==> src/rtl/logic_op_pkg.sv <==
// Shared opcode and FSM state constants for the
// logic-op arbiter and its gate datapath.
package logic_op_pkg;

  typedef logic [2:0] opcode_t;

  localparam opcode_t OP_NOT  = 3'b000;
  localparam opcode_t OP_AND  = 3'b001;
  localparam opcode_t OP_NAND = 3'b010;
  localparam opcode_t OP_OR   = 3'b011;
  localparam opcode_t OP_NOR  = 3'b100;
  localparam opcode_t OP_XOR  = 3'b101;
  localparam opcode_t OP_XNOR = 3'b110;
  localparam opcode_t OP_ILL  = 3'b111;

  localparam logic [1:0] ST_IDLE = 2'd0;
  localparam logic [1:0] ST_EXEC = 2'd1;
  localparam logic [1:0] ST_RESP = 2'd2;

endpackage

==> src/rtl/logic_unit.sv <==
// Combinational bitwise gate bank shared by all
// requesters of the arbiter.
module logic_unit
  import logic_op_pkg::*;
#(
  parameter int WIDTH = 8
) (
  input  opcode_t          op,
  input  logic [WIDTH-1:0] a,
  input  logic [WIDTH-1:0] b,
  output logic [WIDTH-1:0] y,
  output logic             ill
);

  always_comb begin
    y   = '0;
    ill = 1'b0;
    unique case (op)
      OP_NOT:  y = ~a;
      OP_AND:  y = a & b;
      OP_NAND: y = ~(a & b);
      OP_OR:   y = a | b;
      OP_NOR:  y = ~(a | b);
      OP_XOR:  y = a ^ b;
      OP_XNOR: y = ~(a ^ b);
      OP_ILL:  ill = 1'b1;
    endcase
  end

endmodule

==> src/rtl/logic_op_arbiter.sv <==
// Round-robin arbiter sharing one registered
// logic unit between NREQ requesters.
module logic_op_arbiter
  import logic_op_pkg::*;
#(
  parameter int NREQ  = 4,
  parameter int WIDTH = 8,
  parameter int IDW   = 2
) (
  input  logic                  clk,
  input  logic                  rst_n,
  input  logic [NREQ-1:0]       req,
  input  logic [3*NREQ-1:0]     op,
  input  logic [WIDTH*NREQ-1:0] a,
  input  logic [WIDTH*NREQ-1:0] b,
  output logic [NREQ-1:0]       gnt,
  output logic                  valid,
  output logic [WIDTH-1:0]      result,
  output logic [IDW-1:0]        rid,
  output logic                  err,
  input  logic                  res_ack
);

  logic [1:0]       state;
  logic [IDW-1:0]   rr_ptr;
  logic [IDW-1:0]   win;
  logic [IDW-1:0]   sel;
  opcode_t          c_op;
  logic [WIDTH-1:0] c_a;
  logic [WIDTH-1:0] c_b;
  logic [WIDTH-1:0] y;
  logic             ill;

  // Scan downward so the nearest set bit at or
  // after rr_ptr is the last one assigned.
  always_comb begin
    sel = '0;
    for (int k = NREQ - 1; k >= 0; k--) begin
      if (req[(int'(rr_ptr) + k) % NREQ]) begin
        sel = IDW'((int'(rr_ptr) + k) % NREQ);
      end
    end
  end

  logic_unit #(
    .WIDTH (WIDTH)
  ) u_lu (
    .op  (c_op),
    .a   (c_a),
    .b   (c_b),
    .y   (y),
    .ill (ill)
  );

  always_ff @(posedge clk or negedge rst_n) begin
    if (!rst_n) begin
      state  <= ST_IDLE;
      rr_ptr <= '0;
      win    <= '0;
      c_op   <= OP_NOT;
      c_a    <= '0;
      c_b    <= '0;
      gnt    <= '0;
      valid  <= 1'b0;
      result <= '0;
      rid    <= '0;
      err    <= 1'b0;
    end else begin
      unique case (state)
        ST_IDLE: begin
          gnt <= '0;
          if (|req) begin
            win   <= sel;
            c_op  <= op[3*int'(sel) +: 3];
            c_a   <= a[WIDTH*int'(sel) +: WIDTH];
            c_b   <= b[WIDTH*int'(sel) +: WIDTH];
            gnt   <= {{(NREQ-1){1'b0}}, 1'b1} << sel;
            state <= ST_EXEC;
          end
        end
        ST_EXEC: begin
          gnt    <= '0;
          result <= y;
          err    <= ill;
          rid    <= win;
          valid  <= 1'b1;
          state  <= ST_RESP;
        end
        ST_RESP: begin
          if (res_ack) begin
            valid  <= 1'b0;
            rr_ptr <= (win == IDW'(NREQ - 1)) ? '0
                                              : win + 1'b1;
            state  <= ST_IDLE;
          end
        end
        default: begin
          gnt   <= '0;
          valid <= 1'b0;
          state <= ST_IDLE;
        end
      endcase
    end
  end

endmodule

==> config.mk <==
export PLATFORM = sky130hd
export DESIGN_NAME = logic_op_arbiter
export DESIGN_NICKNAME = d
export VERILOG_FILES = /design/src/rtl/logic_op_pkg.sv /design/src/rtl/logic_unit.sv /design/src/rtl/logic_op_arbiter.sv
export SDC_FILE = /design/constraint.sdc
export NUM_CORES = 1
export LEC_CHECK = 0
export ABC_AREA = 1
export CAP_MARGIN = 20
export CORE_MARGIN = 3
export CORE_UTILIZATION = 40
export CTS_CLUSTER_DIAMETER = 120
export DETAILED_ROUTE_END_ITERATION = 7
export GPL_TIMING_DRIVEN = 0
export PLACE_DENSITY = 0.78
export SLEW_MARGIN = 20
export SYNTH_ARGS = -nofsm -noshare
export SYNTH_HDL_FRONTEND = slang
export SYNTH_SLANG_ARGS = --single-unit
==> constraint.sdc <==
create_clock -name clk -period 2.1 [get_ports clk]
set_input_delay 0.21 -clock clk [delete_from_list [all_inputs] [get_ports clk]]
set_output_delay 0.21 -clock clk [all_outputs]
set_load 0.02 [all_outputs]
==> results.cfg <==
[status]
status = finished, final reports clean

[power]
p_sw_mw = 3.721
peakVddDrop_uv = 934.2
p_leak_nw = 2.440
power_density_mw_per_mm2 = 1596
p_int_mw = 3.514
combPwrFrac_pct = 70.5
seq_power_share_pct = 20.3
clkPwrFrac_pct = 9.2
swShare_pct = 51.43

[place]
portBuffers = 98
place_hpwl_um = 7127
placed_area_mm2 = 0.004398
dp.cells = 721
gp_congestion = 0.8541

[worst_setup_path]
start_kind = flop
crit_end = c_op[2]$_DFFE_PN0P_
path_delay_family = simple AND/OR/NAND/NOR gates
crit_buf_inv = 3
rr_startpoint = rr_ptr[0]$_DFFE_PN0P_
path_cells = buf_6 > xnor2_1 > nand2_1 > nand3_2 > nand3_2 > buf_6 > buf_4 > nand3_1 > nand2_1 > nand2_1 > nand2_1 > nand2_1 > nand2_1
worst_setup_path_end_kind = flop
crit_top_cell = nand2_1
rr_endpoint = c_op[2]$_DFFE_PN0P_
crit_cells = 13
startpoint = rr_ptr[0]$_DFFE_PN0P_
critical_path_required_ns = 2.29
critPathMaxFanout = 10
path_class = reg2reg
critPathMaxStageDelay_ns = 0.38
rrSetupSlack_ns = 0.22
crit_arrival_ns = 2.07
cpMaxStageDelayCell = dfrtp_1
rr_worst_depth = 13

[timing]
period_minus_slack_ns = 1.877
tightest_slew_ns = 0.9081
relSlewSlack_pct = 38.99
setup-tns-final_ns = 0
final-hold-violation-count = 0
finClkSkew_ns = 0.007673
holdWs_ns = 0.4067
setup_viol = 0
finalCritPeriodShare_pct = 89.39
fmax_mhz = 532.7
rsz0062_at_grt = no
drv_slew = 0

[synth]
avgSynthCellArea_um2 = 6.282
yosysWarnings = 0
syn_area_mm2 = 0.003267
yosysUniqueCellTypes = 25
ys_seq_area_share_pct = 31.41
syn_nets = 620
postSynthCellCount = 520
ys_ff_latch = 41

[drt]
routed_wl_um = 8817
ant_nets = 0
drc = 0
drt_iter0_drc = 201
dr.pass1.iters = 5
routed-via-count = 3503
routed_via_density = 4.799
wire_per_inst_um = 12.08

[floorplanning]
dieArea_mm2 = 0.009287
die_y_um = 96.37
fp.coreArea_mm2 = 0.007807
rows = 32
num_io_pins = 99
start_util_pct = 41.84
die_x_um = 96.37

[clocking]
cts_tree = done
cts_sinks = 41
htree_levels = 2
cts_buffer_depth = 2
clk_pin_slew_ns = 0.08
cts_buffers = 5
clock_latency_ns = 0.30
root_buffer = clkbuf_8

[finish]
drive_gt1_share_pct = 6.210
num-fill-cells = 742
multi_input_area_mm2 = 0.001783
final_cells = 730
design_area_mm2 = 0.004533
antenna_cells = 0
layout.nets = 727
post-route-util_pct = 58.06
syn_to_final_growth_pct = 38.76
ff_latch_area_mm2 = 0.001026

[grt]
grt_max_degree = 22
track_usage_pct = 20.42
grt_pass1_wl_um = 15260
antenna_found_initial = 0
grt_pass1_vias = 3481
grt-ovfl-total = 0

[worst_hold_path]
hp-class = in2async

[flow_run]
drv_cap = 0
## worst min path at each step
stage	endpoint	slack [ns]	cells after the start
after floorplan	c_a[0]$_DFFE_PN0P_	-0.09	0
after global routing	gnt[0]$_DFFE_PN0P_	0.44	2
after detailed placement	gnt[3]$_DFFE_PN0P_	0.21	1
after global placement	rid[1]$_DFFE_PN0P_	0.46	2
after CTS	gnt[0]$_DFFE_PN0P_	0.41	2
final	gnt[3]$_DFFE_PN0P_	0.41	2
## layout make-up
class | count | area share, %
timing repair buffer | 100 | 22.36
sequential | 41 | 22.63
clock inverter | 2 | 0.8280
tap | 102 | 2.815
buffer | 21 | 3.202
clock buffer | 6 | 1.822
inverter | 84 | 7.011
multi-input combinational | 374 | 39.33
## placed cells by master (no fill, tap or decap), drive strengths merged
cell,synthesis,final
nor2,20,20
o31ai,3,3
nand3,68,68
buf,18,20
xnor2,1,1
o2111ai,6,6
clkinvlp,0,1
o41ai,1,1
a21oi,6,6
nand2,224,224
bufinv,0,1
clkbuf,3,9
dfrtp,41,41
inv,84,84
ha,17,17
o221ai,1,1
clkdlybuf4s50,0,97
o21ai,16,16
nor4,2,2
dlygate4sd3,0,1
nor3,3,3
a221oi,6,6
## sequential cells by signal (all words and copies together), names as in the netlist
| register | flops |
|---|---|
| rr_ptr | 2 |
| c_op | 3 |
| c_b | 8 |
| win | 2 |
| valid | 1 |
| gnt | 4 |
| err | 1 |
| result | 8 |
| state | 2 |
| c_a | 8 |
| rid | 2 |
## synth_stat cells
cell type	n	share of area, %
a21oi_1	6	0.92
a221oi_1	6	1.6
buf_2	8	1.2
buf_4	5	1.1
buf_6	5	1.7
clkbuf_1	3	0.34
dfrtp_1	41	31
ha_1	17	6.5
inv_1	79	9.1
inv_2	4	0.46
inv_4	1	0.19
nand2_1	221	25
nand2_2	3	0.57
nand3_1	66	10
nand3_2	2	0.61
nor2_1	20	2.3
nor3_1	3	0.46
nor4_1	2	0.38
o2111ai_1	6	1.6
o21ai_0	15	2.3
o21ai_1	1	0.15
o221ai_1	1	0.27
o31ai_1	3	0.69
o41ai_1	1	0.27
xnor2_1	1	0.27
## cell families after synthesis
| group | synth area share (%) |
|---|---|
| buf+inv | 14.17 |
| fa+ha+maj | 6.511 |
| simple gates | 39.83 |
| compound gates | 7.813 |
| flops | 31.41 |
| xor+xnor | 0.2681 |
## metal layers
layer / up-vias / wire, um / track usage (%)
met1: 1527 / 3820 / 26.30
met5: - / 0 / 0
met2: 124 / 4290 / 34.62
li1: 1839 / - / -
met3: 13 / 539 / 2.866
met4: 0 / 167 / 7.827
## per-stage QoR
stage	setup WS, ns	power [mW]
after floorplan	0.4728	5.131
after global placement	-0.1409	6.367
after detailed placement	0.03074	6.529
after CTS	0.2178	7.237
after global routing	0.03617	8.070
final	0.2229	7.235
## power by group through the flow
stage	logic (mW)	clock network, mW	registers, mW
after floorplan	3.58	0	1.55
after global placement	4.91	0	1.46
after detailed placement	5.05	0	1.48
after CTS	5.09	0.681	1.46
after global routing	5.83	0.720	1.52
final	5.10	0.669	1.47
## what timing repair did
item                       in CTS  in global routing
setup endpoints to repair       0                  2
hold buffers                    1                  0
gates resized for setup         0                  1
hold endpoints to repair       20                  0
setup buffers                   0                  0
Note: power is estimated with default switching activity, not from simulation.
